===== config.mk =====
export PLATFORM = sky130hd
export DESIGN_NAME = boot_img_chk_regs
export DESIGN_NICKNAME = d
export VERILOG_FILES = /design/src/rtl/boot_img_chk_pkg.sv /design/src/rtl/boot_img_chk_regs.sv /design/src/rtl/iob_reg_re.sv
export SDC_FILE = /design/constraint.sdc
export NUM_CORES = 1
export LEC_CHECK = 0
export BUFFER_PORTS_ARGS = -buffer_cell sky130_fd_sc_hd__buf_4
export CAP_MARGIN = 20
export CORE_ASPECT_RATIO = 0.5
export CORE_MARGIN = 2
export CORE_UTILIZATION = 40
export CTS_BUF_LIST = sky130_fd_sc_hd__clkbuf_4 sky130_fd_sc_hd__clkbuf_8 sky130_fd_sc_hd__clkbuf_16
export CTS_CLUSTER_DIAMETER = 40
export DETAILED_ROUTE_END_ITERATION = 6
export PLACE_DENSITY = 0.75
export SYNTH_ARGS = -nofsm -noshare
export SYNTH_HDL_FRONTEND = slang
export SYNTH_SLANG_ARGS = --single-unit

===== constraint.sdc =====
create_clock -name clk_i -period 1.7 [get_ports clk_i]
set_input_delay 0.085 -clock clk_i [delete_from_list [all_inputs] [get_ports clk_i]]
set_output_delay 0.085 -clock clk_i [all_outputs]
set_load 0.03 [all_outputs]

===== src/rtl/boot_img_chk_pkg.sv =====
// boot_img_chk_pkg: register map, control/status bit positions and FSM states
package boot_img_chk_pkg;
  localparam logic [1:0] REG_CTRL = 2'd0;
  localparam logic [1:0] REG_BASE = 2'd1;
  localparam logic [1:0] REG_LEN  = 2'd2;
  localparam logic [1:0] REG_SUM  = 2'd3;
  localparam int CTRL_START = 0;
  localparam int CTRL_ABORT = 1;
  localparam int ST_BUSY  = 0;
  localparam int ST_DONE  = 1;
  localparam int ST_MATCH = 2;
  localparam int ST_ERR   = 3;
  typedef enum logic [1:0] {S_IDLE, S_REQ, S_WAIT, S_DONE} state_t;
endpackage


===== src/rtl/boot_img_chk_regs.sv =====
// boot_img_chk_regs: CPU register file (BASE/LEN/EXPECT), control decode and registered read port
module boot_img_chk_regs
  import boot_img_chk_pkg::*;
#(
  parameter int DATA_W = 32,
  parameter int ADDR_W = 32,
  parameter int LEN_W  = 16
) (
  input  logic                clk_i,
  input  logic                arst_n_i,
  input  logic                cke_i,
  input  logic                cpu_avalid,
  input  logic [1:0]          cpu_addr,
  input  logic [DATA_W-1:0]   cpu_wdata,
  input  logic [DATA_W/8-1:0] cpu_wstrb,
  output logic [DATA_W-1:0]   cpu_rdata,
  output logic                cpu_rvalid,
  input  logic                busy,
  input  logic                done,
  input  logic                match,
  input  logic                err,
  input  logic [DATA_W-1:0]   sum,
  output logic                start,
  output logic                abort,
  output logic [ADDR_W-1:0]   base,
  output logic [LEN_W-1:0]    len,
  output logic [DATA_W-1:0]   exp_sum
);
  logic wr, rd, ctrl_wr;
  logic [3:0] status;
  logic [DATA_W-1:0] rdata_nxt;
  assign wr = cpu_avalid & |cpu_wstrb;
  assign rd = cpu_avalid & ~|cpu_wstrb;
  assign ctrl_wr = wr & (cpu_addr == REG_CTRL);
  assign abort = ctrl_wr & cpu_wdata[CTRL_ABORT];
  assign start = ctrl_wr & cpu_wdata[CTRL_START] & ~cpu_wdata[CTRL_ABORT];
  always_comb begin
    status = '0;
    status[ST_BUSY] = busy;
    status[ST_DONE] = done;
    status[ST_MATCH] = match;
    status[ST_ERR] = err;
    rdata_nxt = cpu_addr == REG_CTRL ? DATA_W'(status) :
                cpu_addr == REG_BASE ? DATA_W'(base) :
                cpu_addr == REG_LEN  ? DATA_W'(len) : sum;
  end
  // configuration is frozen while a check runs
  iob_reg_re #(.W(ADDR_W)) base_reg (
    .clk_i, .arst_n_i, .cke_i, .rst_i(1'b0),
    .en_i(wr & ~busy & (cpu_addr == REG_BASE)),
    .data_i({cpu_wdata[ADDR_W-1:2], 2'b00}), .data_o(base)
  );
  iob_reg_re #(.W(LEN_W)) len_reg (
    .clk_i, .arst_n_i, .cke_i, .rst_i(1'b0),
    .en_i(wr & ~busy & (cpu_addr == REG_LEN)),
    .data_i(cpu_wdata[LEN_W-1:0]), .data_o(len)
  );
  iob_reg_re #(.W(DATA_W)) exp_reg (
    .clk_i, .arst_n_i, .cke_i, .rst_i(1'b0),
    .en_i(wr & ~busy & (cpu_addr == REG_SUM)),
    .data_i(cpu_wdata), .data_o(exp_sum)
  );
  iob_reg_re #(.W(1)) rvalid_reg (
    .clk_i, .arst_n_i, .cke_i, .rst_i(1'b0), .en_i(1'b1),
    .data_i(rd), .data_o(cpu_rvalid)
  );
  iob_reg_re #(.W(DATA_W)) rdata_reg (
    .clk_i, .arst_n_i, .cke_i, .rst_i(1'b0), .en_i(rd),
    .data_i(rdata_nxt), .data_o(cpu_rdata)
  );
endmodule


===== src/rtl/iob_reg_re.sv =====
// iob_reg_re: register with async active-low reset, clock enable, sync clear and load enable
module iob_reg_re #(
  parameter int W = 1,
  parameter logic [W-1:0] RST_VAL = '0
) (
  input  logic         clk_i,
  input  logic         arst_n_i,
  input  logic         cke_i,
  input  logic         rst_i,
  input  logic         en_i,
  input  logic [W-1:0] data_i,
  output logic [W-1:0] data_o
);
  always_ff @(posedge clk_i or negedge arst_n_i)
    if (!arst_n_i) data_o <= RST_VAL;
    else if (cke_i) data_o <= rst_i ? RST_VAL : en_i ? data_i : data_o;
endmodule


== Word level (Yosys, flattened, before mapping) ==
Cells that the tools add are included.

* Register bits after elaboration: 111
* Input port bits: 78
* Output and inout port bits: 115
* Logic and storage cells: 30

* Eq/ne operators: 3
* Mux-type cells: 3
* Bitwise operators: 12
* Reduce and logical (&&, ||, !) cells: 7

{| class="wikitable"
|+ Operator list
! operator !! count
|-
| 32-bit 2-to-1 mux || 3
|-
| 1-bit AND || 10
|-
| 2-bit AND reduction || 4
|-
| 2-bit == test, second input constant || 2
|-
| 4-bit OR reduction || 1
|-
| 2-bit by 1-bit == test with 1-bit output, second input constant || 1
|-
| 2-bit logical NOT || 1
|-
| 1-bit inverter || 2
|-
| 1-bit logical NOT || 1
|}

== Depth between registers and ports, before layout ==
Gate-level depths: netlist (run 1).

* Depth after elaboration: 5
* Mapped depth: 6
* Depth with buffers taken out: 3

== By module ==
From an unflattened synthesis (run 1), not the netlist that was laid out.

* Cells, all modules: 714
* Area, all modules: 7382.1 um^2

{| class="wikitable"
|+ Modules (own cells, without submodules)
! module !! times used !! cells each !! area each (um^2) !! sequential area each (um^2)
|-
| iob_reg_re (base_reg ...) || 3 || 179 || 1866.8 || 800.8
|-
| iob_reg_re (len_reg) || 1 || 90 || 919.6 || 400.4
|-
| boot_img_chk_regs || 1 || 82 || 809.5 || 0.0
|-
| iob_reg_re (rvalid_reg) || 1 || 5 || 52.6 || 25.0
|}

== Worst setup path after synthesis (run 1) ==
No wires, ideal clock.

* Kind: input to output
* Start: input cpu_addr[1]
* End: output start
* Arrival time: 1.774 ns
* Data required time: 1.615 ns
* Slack: -0.159 ns
* Cell stages on the path: 4
* Buffers on the path: 2
* Path through: buf_4 buf_6 or4b_2 nor3b_1

* Longest elaborated chain between the ends: 4

{| class="wikitable"
|+ RTL lines
! element !! line !! source
|-
| start: declaration || boot_img_chk_regs.sv:13 || <nowiki>input logic [1:0] cpu_addr,</nowiki>
|-
| 2-bit logical NOT || boot_img_chk_regs.sv:34 || <nowiki>assign ctrl_wr = wr & (cpu_addr == REG_CTRL);</nowiki>
|-
| 1-bit AND || boot_img_chk_regs.sv:34 ||
|-
| 1-bit AND (2 in series) || boot_img_chk_regs.sv:36 || <nowiki>assign start = ctrl_wr & cpu_wdata[CTRL_START] & ~cpu_wdata[CTRL_ABORT];</nowiki>
|-
| end: declaration || boot_img_chk_regs.sv:23 || <nowiki>output logic start,</nowiki>
|}

Every way passes these cells.

== Worst setup path after layout (run 1) ==
* Start: input cpu_wstrb[0]
* End: output start

* Longest elaborated chain between the ends: 5

{| class="wikitable"
|+ RTL lines
! element !! line !! source
|-
| start: declaration || boot_img_chk_regs.sv:15 || <nowiki>input logic [DATA_W/8-1:0] cpu_wstrb,</nowiki>
|-
| 4-bit OR reduction || boot_img_chk_regs.sv:32 || <nowiki>assign wr = cpu_avalid & |cpu_wstrb;</nowiki>
|-
| 1-bit AND || boot_img_chk_regs.sv:32 ||
|-
| 1-bit AND || boot_img_chk_regs.sv:34 ||
|-
| 1-bit AND (2 in series) || boot_img_chk_regs.sv:36 ||
|}

Every way passes these cells.

==> results of run 1 <==
power breakdown:
part	internal (W)	switching, W
sequential	0.00320	0.000380
combinational	0.00140	0.00175
clock	0.00121	0.000909
total	0.00580	0.00304
what timing repair did:
action | in CTS | in global routing
endpoints found under the hold margin | 155 | 0
hold buffers | 31 | 0
gates resized for setup | 0 | 0
area by class of cell:
| class | count | area, µm² | area share |
|---|---|---|---|
| sequential | 111 | 2778 | 0.3931 |
| timing repair buffer | 238 | 1927 | 0.2727 |
| multi-input combinational | 171 | 1849 | 0.2617 |
| clock buffer | 13 | 255.2 | 0.03612 |
| tap | 165 | 206.4 | 0.02921 |
| clock inverter | 3 | 43.79 | 0.006197 |
| inverter | 2 | 7.507 | 0.001062 |
cells in the mapped netlist:
master	n	share of area
a21o_1	1	0.0016
a22o_1	28	0.051
and2_1	1	0.0013
and2b_1	1	0.0016
and3_1	1	0.0013
buf_1	1	0.00078
buf_2	4	0.0042
buf_4	6	0.0094
buf_6	8	0.019
clkbuf_1	3	0.0024
conb_1	1	0.00078
dfrtp_1	111	0.58
inv_1	2	0.0016
mux2_1	3	0.0071
mux2_2	119	0.28
mux2i_1	2	0.0042
mux4_2	2	0.0094
nand3b_1	1	0.0016
nor2_1	1	0.00078
nor2b_1	1	0.0013
nor3b_1	2	0.0031
nor3b_4	2	0.0078
nor4_4	1	0.0044
o2bb2ai_1	2	0.0037
or4b_2	1	0.0021
worst max path at each step:
stage / endpoint / slack, ns
6_report: start / 0.23
5_1_grt: start / 0.19
4_1_cts: start / 0.22
3_5_place_dp: exp_reg.data_o[20] / 0.18
3_3_place_gp: exp_reg.data_o[19] / 0.21
2_1_floorplan: start / 0.12
metrics by stage:
step                instance area (µm²)  cells    util  setup slack (ns)  power (W)
floorplan                          4798    306       -            0.1246   0.005371
global placement                   6457    656  0.5502            0.2098   0.006671
detailed placement                 6457    656  0.5502            0.1760   0.006733
CTS                                7067    703  0.6021            0.2229   0.008921
global route                       7067    703  0.6021            0.1905   0.009231
finish                             7067    703  0.6021            0.2265   0.008843
worst register-to-register path, cell delays in order (launching register included):
cell and delay, ns:
dfrtp_1 0.41, mux4_2 0.46, mux2_2 0.27
per-layer routing:
metal / vias up / wire [µm]
met5: - / 0
met4: 0 / 188
met3: 18 / 529
met2: 74 / 6610
met1: 1748 / 5069
li1: 1579 / -
state kept, by name, summed over array words and instances, names as in the netlist:
name,count
rvalid_reg.data_o,1
rdata_reg.data_o,32
base_reg.data_o,30
len_reg.data_o,16
exp_reg.data_o,32
cells by family (layout without fill, tap and decap cells):
kind of cell	after synthesis	count (layout)	share of synthesized area
mux	126	126	0.3004
simple gates	12	12	0.02534
buf+inv	24	256	0.03710
compound gates	31	31	0.05643
other cells	1	2	0.0007829
flops	111	111	0.5799
==> metrics.cfg, run 1 <==
[outcome]
status=completed

[setup_path]
crit_chain=buf_4, nor4_4, buf_4, or4b_2, nor3b_2, buf_4
critPathMostFrequentCell=buf_4
critical_path_depth=6
worstSetupStartpoint=cpu_wstrb[0]
worst-r2r-setup-slack_ns=0.45
max_stage_delay_ns=0.66
critPathTopFamily=simple AND/OR/NAND/NOR gates
critical_path_arrival_ns=1.39
critPathMaxFanout=4
kind_of_launch_point_of_the_worst_setup_path=input port
reg2reg_to=rdata_reg.data_o[3]
rr_startpoint=len_reg.data_o[3]
worstSetupPathType=in2out
required_ns=1.62
worst-path-buf-inv=3
rr_worst_depth=2
cell_with_the_largest_stage_delay_on_the_worst_path=or4b_2
worstSetupEndpointType=output port

[floorplan]
starting_utilization_of_the_core_area=0.4081
ioPinCount=193
placementRows=28
design.core.area_um2=11740
dieHeight_um=81.38
floorplan.die_area_um2=12920
floorplan.die.width_um=158.8

[route]
drcViolationCount=0
drt_pre_antenna_iters=4
post_drt_via_cell_ratio=4.863
ant_nets=0
detail_route.wirelength_um=12400
route.detailed.wl_per_inst_um=17.64
drt_iter0_drc=207
vias=3419

[job]
drv.max_cap_violation_count=0

[yosys]
yosysSeqAreaShare=0.5799
postSynthAreaPerCell_um2=15.70
synth_seq_cells=111
post_synth_inst_count=305
post_synthesis_cell_area_um2=4790
yosysWarnings=0
synthDistinctLibCells=25

[sta]
unrepaired_setup_endpoints_after_global_routing=false
setup_viol=0
post-route-period-util=0.8668
final_max_slew_viol_count=0
clock.fmax_ghz=0.6787
worst_hold_slack_ns=0.01576
fin_setup_tns_ns=0
skew_ns=0.004030
timing_hold_violations_final=0
layout_min_cycle_time_ns=1.474

[clock_network]
clockBufferDepth=2
cts_num_sinks=111
clk-insertion-delay-late_ns=0.34
tritoncts_clock_tree=yes
clockRootBuffer=clkbuf_16
htree_levels=3
clkTransAtPathRegs_ns=0.07
tritoncts.num_buffers=9
post-cts-setup-buffers=0

[finish]
n_antenna_cell=0
drive_above_1_share=0.6524
design.final.nets=611
fillerInstances=936
synthToLayoutAreaGrowth_pct=47.54
leading_cell_type_in_the_layout_fill_and_taps_excluded=buf_4
commonest_cells_after_routing_fill_and_taps_aside=buf_4 (202), mux2_2 (119), dfrtp_1 (111), dlygate4sd3_1 (31), a22o_1 (28)

[grt]
grt_antenna_before_repair=0
busiest_layer=met2
grt_first_pass_wirelength_um=19600
grt_util_met3=0.05056
global_route.overflow_total=0
first_global_vias=3587
grtUsageMet2=0.3533
gr-usage-met1=0.2368
groute.usage.overall=0.1960
grt_max_degree=65

[power_and_ir_drop]
max-vdd-ir-drop_mv=0.5442
power.density_nw_per_um2=1251
leakage_power_total_nw=3.449

[hold_path]
cell_depth_of_the_worst_min_delay_path=2
hold_path_class=in2reg
hold_path_end=len_reg.data_o[1]
holdCritStartpoint=cpu_wdata[1]

[placed_design]
numPortBuffers=190
detailedPlacementHpwl_um=8895
place_congestion=0.7951

(Power assumes the default switching activity.)
==> run 2: changes to the inputs <==
GPL_TIMING_DRIVEN = 0   (was default)
RECOVER_POWER = 100   (was default)
==> run 2 against run 1 <==
Maximum frequency is 6.7% lower. Via count grew 1.3%. Sequential share of layout area up 2.5 points. Register-to-register slack is essentially flat. Clock skew is 0.0021 ns higher. Hold slack worse by 0.0061 ns. Routed wire length up 2.3%. Final area decreased by 6.1%. Final cell count is 0.85% higher. Largest power group unchanged.
==> metrics.cfg, run 2 (synthesis results as in run 1) <==
[outcome]
status=completed

[sta]
clock.fmax_ghz=0.6333
layout_min_cycle_time_ns=1.579
skew_ns=0.006110
setup_viol=0
layout_setup_ws_ns=0.1209
timing.max_slew.rel_slack=0.3789
final_max_slew_viol_count=0
post-route-period-util=0.9289
timing_hold_violations_final=0
unrepaired_setup_endpoints_after_global_routing=false
worst_slew_pin_slew_ns=0.9317

[placed_design]
detailedPlacementHpwl_um=8915
place_congestion=0.7750
numPortBuffers=190
placement.setup.worst_slack_ns=-0.1307
post_dp_cell_area_um2=6462

[finish]
design.final.nets=617
drive_above_1_share=0.4375
reg_top3=exp_reg.data_o (32), rdata_reg.data_o (32), base_reg.data_o (30)
final_core_utilization=0.5656
n_antenna_cell=0
layout.cell_area.non_filler_um2=6638
leading_cell_type_in_the_layout_fill_and_taps_excluded=mux2_2
multi_input_area_um2=1847
ff_latch_area_um2=2778
synthToLayoutAreaGrowth_pct=38.58
fillerInstances=1069
commonest_cells_after_routing_fill_and_taps_aside=mux2_2 (119), clkbuf_1 (117), dfrtp_1 (111), buf_4 (80), dlygate4sd3_1 (31)

[clock_network]
tritoncts_clock_tree=yes
tritoncts.num_buffers=9
cts_num_sinks=111
clkTransAtPathRegs_ns=0.07
clk-insertion-delay-late_ns=0.35
clockRootBuffer=clkbuf_16
clockBufferDepth=2
htree_levels=3

[job]
drv.max_cap_violation_count=0

[grt]
global_route.overflow_total=0
groute.usage.overall=0.1973
grt_first_pass_wirelength_um=19620
first_global_vias=3654
grt_antenna_before_repair=0
grt_max_degree=98

[floorplan]
design.core.area_um2=11740
floorplan.die_area_um2=12920
placementRows=28
floorplan.die.width_um=158.8
starting_utilization_of_the_core_area=0.4081
dieHeight_um=81.38
ioPinCount=193

[setup_path]
required_ns=1.62
rr_startpoint=len_reg.data_o[3]
worstSetupPathType=in2out
critPathMaxFanout=10
worstSetupEndpointType=output port
kind_of_launch_point_of_the_worst_setup_path=input port
critical_path_arrival_ns=1.49
worstSetupStartpoint=cpu_addr[1]

[route]
route.detailed.wl_per_inst_um=17.89
vias=3463
post_drt_via_cell_ratio=4.884
drcViolationCount=0
detail_route.wirelength_um=12690
drt_pre_antenna_iters=5
drt_iter0_drc=231
ant_nets=0

[hold_path]
holdCritStartpoint=cpu_wdata[0]
hold_path_class=in2reg

[power_and_ir_drop]
power.density_nw_per_um2=1254
max-vdd-ir-drop_mv=0.5444
leakage_power_total_nw=3.016

run 2: where the power goes:
part	switching, W	internal [W]
clock network	0.000946	0.00116
registers	0.000340	0.00320
logic	0.00177	0.000923
total	0.00305	0.00527
run 2: final cells by class:
class / count / area share
Multi-Input combinational cell: 171 / 0.2782
Buffer: 22 / 0.02564
Inverter: 2 / 0.001131
Tap cell: 165 / 0.03110
Clock buffer: 10 / 0.03506
Timing Repair Buffer: 222 / 0.2011
Clock inverter: 6 / 0.009237
Sequential cell: 111 / 0.4185
run 2: critical path: stages:
cell and delay (ns):
buf_4 0.11, buf_4 0.18, buf_6 0.17, or4b_4 0.54, nor3b_2 0.17, clkbuf_2 0.22
run 2: repair_timing:
action                                  4_1_cts  5_1_grt
hold endpoints to repair                    185        0
buffers inserted                              0        0
endpoints found under the setup margin        1        0
hold buffers                                 31        0
gates resized for setup                       1        0
run 2: layer usage:
layer / share of wire / GRT usage / vias up
met1: 0.42 / 0.2394 / 1769
met2: 0.52 / 0.3559 / 89
met4: 0.018 / 0.05596 / 0
met5: 0 / 0 / -
li1: - / - / 1584
met3: 0.043 / 0.05107 / 21
run 2: metrics by stage:
stage / power (W) / hold slack, ns / std cells / setup TNS [ns]
floorplan: 0.005371 / -0.2106 / 306 / 0
global placement: 0.006648 / 0.3148 / 661 / -4.881
detailed placement: 0.006727 / -0.07826 / 662 / -5.839
CTS: 0.008881 / 0.001214 / 709 / 0
global route: 0.008710 / 0.007237 / 709 / 0
finish: 0.008326 / 0.009625 / 709 / 0
run 2: final timing paths:
| check | cells past startpoint | to | slack, ns |
|---|---|---|---|
| max reg2reg | 2 | rdata_reg.data_o[3] | 0.45 |
| max in group asynchronous | 3 | exp_reg.data_o[6] | 0.32 |
| min | 2 | len_reg.data_o[0] | 0.01 |
| min reg2reg | 1 | rvalid_reg.data_o | 0.49 |
| min in group asynchronous | 2 | exp_reg.data_o[30] | 0.39 |
| max | 6 | start | 0.12 |
==> run 3: changes to the inputs <==
REMOVE_ABC_BUFFERS = 1   (was default)
==> run 3 against run 2 <==
Die area stayed put. Routed wire length is 0.45% higher. Via count is 0.61% lower. Hold slack better by 0.020 ns. Final cell count is 0.99% lower. Non-clock buffer count is 7 lower. Clock skew is 0.0012 ns lower. Maximum frequency is 3.7% lower. Global-route usage is 0.30 points lower. Total power is 1.3% higher. Largest cell class unchanged.
==> metrics.cfg, run 3 (synthesis results as in run 1) <==
[setup_path]
rr_startpoint=base_reg.data_o[3]
rr_worst_depth=2
critPathMaxFanout=20
critical_path_arrival_ns=1.86
kind_of_launch_point_of_the_worst_setup_path=input port
worstSetupPathType=in2reg
worstSetupEndpointType=flip-flop
worst-r2r-setup-slack_ns=0.43
required_ns=1.92
reg2reg_to=rdata_reg.data_o[3]

[grt]
grt_antenna_before_repair=0
gr-usage-met1=0.2192
groute.usage.overall=0.1943
grt_util_met3=0.03830
grtUsageMet2=0.3825
global_route.overflow_total=0
first_global_vias=3562
busiest_layer=met2
grt_max_degree=91
grt_first_pass_wirelength_um=19240

[route]
drt_iter0_drc=111
vias=3442
drt_pre_antenna_iters=4
detail_route.wirelength_um=12740
route.detailed.wl_per_inst_um=18.15
drcViolationCount=0
post_drt_via_cell_ratio=4.903
ant_nets=0

[finish]
design.final.nets=610
drive_above_1_share=0.4339
layout.cell_area.non_filler_um2=6658
synthToLayoutAreaGrowth_pct=39.00
reg_top3=exp_reg.data_o (32), rdata_reg.data_o (32), base_reg.data_o (30)
n_antenna_cell=0
commonest_cells_after_routing_fill_and_taps_aside=mux2_2 (119), clkbuf_1 (114), dfrtp_1 (111), buf_4 (79), dlygate4sd3_1 (33)
fillerInstances=1056
leading_cell_type_in_the_layout_fill_and_taps_excluded=mux2_2

[sta]
layout_min_cycle_time_ns=1.640
timing_hold_violations_final=0
worst_hold_slack_ns=0.02992
post-route-period-util=0.9648
clock.fmax_ghz=0.6097
worst_slew_pin_slew_ns=0.8199
layout_setup_ws_ns=0.05983
setup_viol=0
final_max_slew_viol_count=0
unrepaired_setup_endpoints_after_global_routing=false
timing.max_slew.rel_slack=0.4534
skew_ns=0.004946

[clock_network]
htree_levels=3
tritoncts.num_buffers=9
cts_num_sinks=111
clockRootBuffer=clkbuf_16
clk-insertion-delay-late_ns=0.34
tritoncts_clock_tree=yes
clockBufferDepth=2
clkTransAtPathRegs_ns=0.07

[outcome]
status=completed

[hold_path]
cell_depth_of_the_worst_min_delay_path=3
holdCritStartpoint=cke_i
hold_path_class=in2reg
hold_path_end=rvalid_reg.data_o

[floorplan]
placementRows=28
floorplan.die_area_um2=12920
design.core.area_um2=11740
ioPinCount=193
starting_utilization_of_the_core_area=0.4081
dieHeight_um=81.38
floorplan.die.width_um=158.8

[power_and_ir_drop]
max-vdd-ir-drop_mv=0.5520
power.density_nw_per_um2=1267
leakage_power_total_nw=3.027

[placed_design]
detailedPlacementHpwl_um=8601
numPortBuffers=190
placement.setup.worst_slack_ns=-1.175
place_congestion=0.7362
post_dp_cell_area_um2=6380

[job]
drv.max_cap_violation_count=0

==> run 3: changes by cell type in the layout (fill, tap and decap cells not counted), moves of 2 or more <==
cell | previous run | this run
buf_8 | 0 | 2
clkbuf_1 | 117 | 114
clkbuf_2 | 5 | 2
dlygate4sd3_1 | 31 | 33
buf_12 | 0 | 2
clkbuf_8 | 0 | 3
buf_6 | 8 | 2
==> run 3: area by class of cell <==
class / instances / area [µm²] / area share
Sequential cell: 111 / 2778 / 0.4172
Multi-Input combinational cell: 171 / 1853 / 0.2783
Timing Repair Buffer: 237 / 1499 / 0.2251
Clock buffer: 13 / 274.0 / 0.04116
Tap cell: 165 / 206.4 / 0.03101
Clock inverter: 3 / 40.04 / 0.006014
Inverter: 2 / 7.507 / 0.001128
==> run 3: routing by layer <==
| metal | vias to the layer above | share of wire |
|---|---|---|
| met1 | 1790 | 0.40 |
| met4 | 0 | 0.015 |
| li1 | 1569 | - |
| met5 | - | 0 |
| met2 | 68 | 0.55 |
| met3 | 15 | 0.030 |
==> run 3: repair_timing <==
action	CTS	global route
setup buffers	5	3
endpoints found under the setup margin	110	30
resized for setup	4	1
hold endpoints to repair	188	0
hold buffers	33	0
==> run 3: worst max-delay path by stage <==
stage                      from                  end  slack [ns]  depth (start not counted)
finish              cpu_addr[1]   exp_reg.data_o[27]        0.06                          6
global route        cpu_addr[1]    len_reg.data_o[2]        0.01                          5
CTS                 cpu_addr[0]  base_reg.data_o[31]        0.02                          6
detailed placement  cpu_addr[0]  base_reg.data_o[31]       -1.18                          6
global placement    cpu_addr[0]  base_reg.data_o[18]       -4.64                          4
floorplan           cpu_addr[0]  base_reg.data_o[10]       -1.91                          3
==> run 3: report_power, final <==
part	switching (W)	internal, W	leakage [nW]
clock	0.000929	0.00128	0.159
sequential	0.000347	0.00320	1.40
combinational	0.00176	0.000921	1.46
total	0.00304	0.00539	3.03
==> run 3: critical path: stages <==
cell     delay (ns)
buf_4          0.30
and2_4         0.37
nor3b_1        0.39
buf_12         0.18
buf_16         0.15
mux2_2         0.35
==> run 3: through the flow <==
stage	setup TNS [ns]	utilization	instances	power [W]
5_1_grt	0	0.5673	702	0.008831
6_report	0	0.5673	702	0.008433
2_1_floorplan	-76.05	-	284	0.005340
3_3_place_gp	-236.57	0.5330	639	0.006632
4_1_cts	0	0.6063	699	0.009007
3_5_place_dp	-85.37	0.5436	645	0.006713
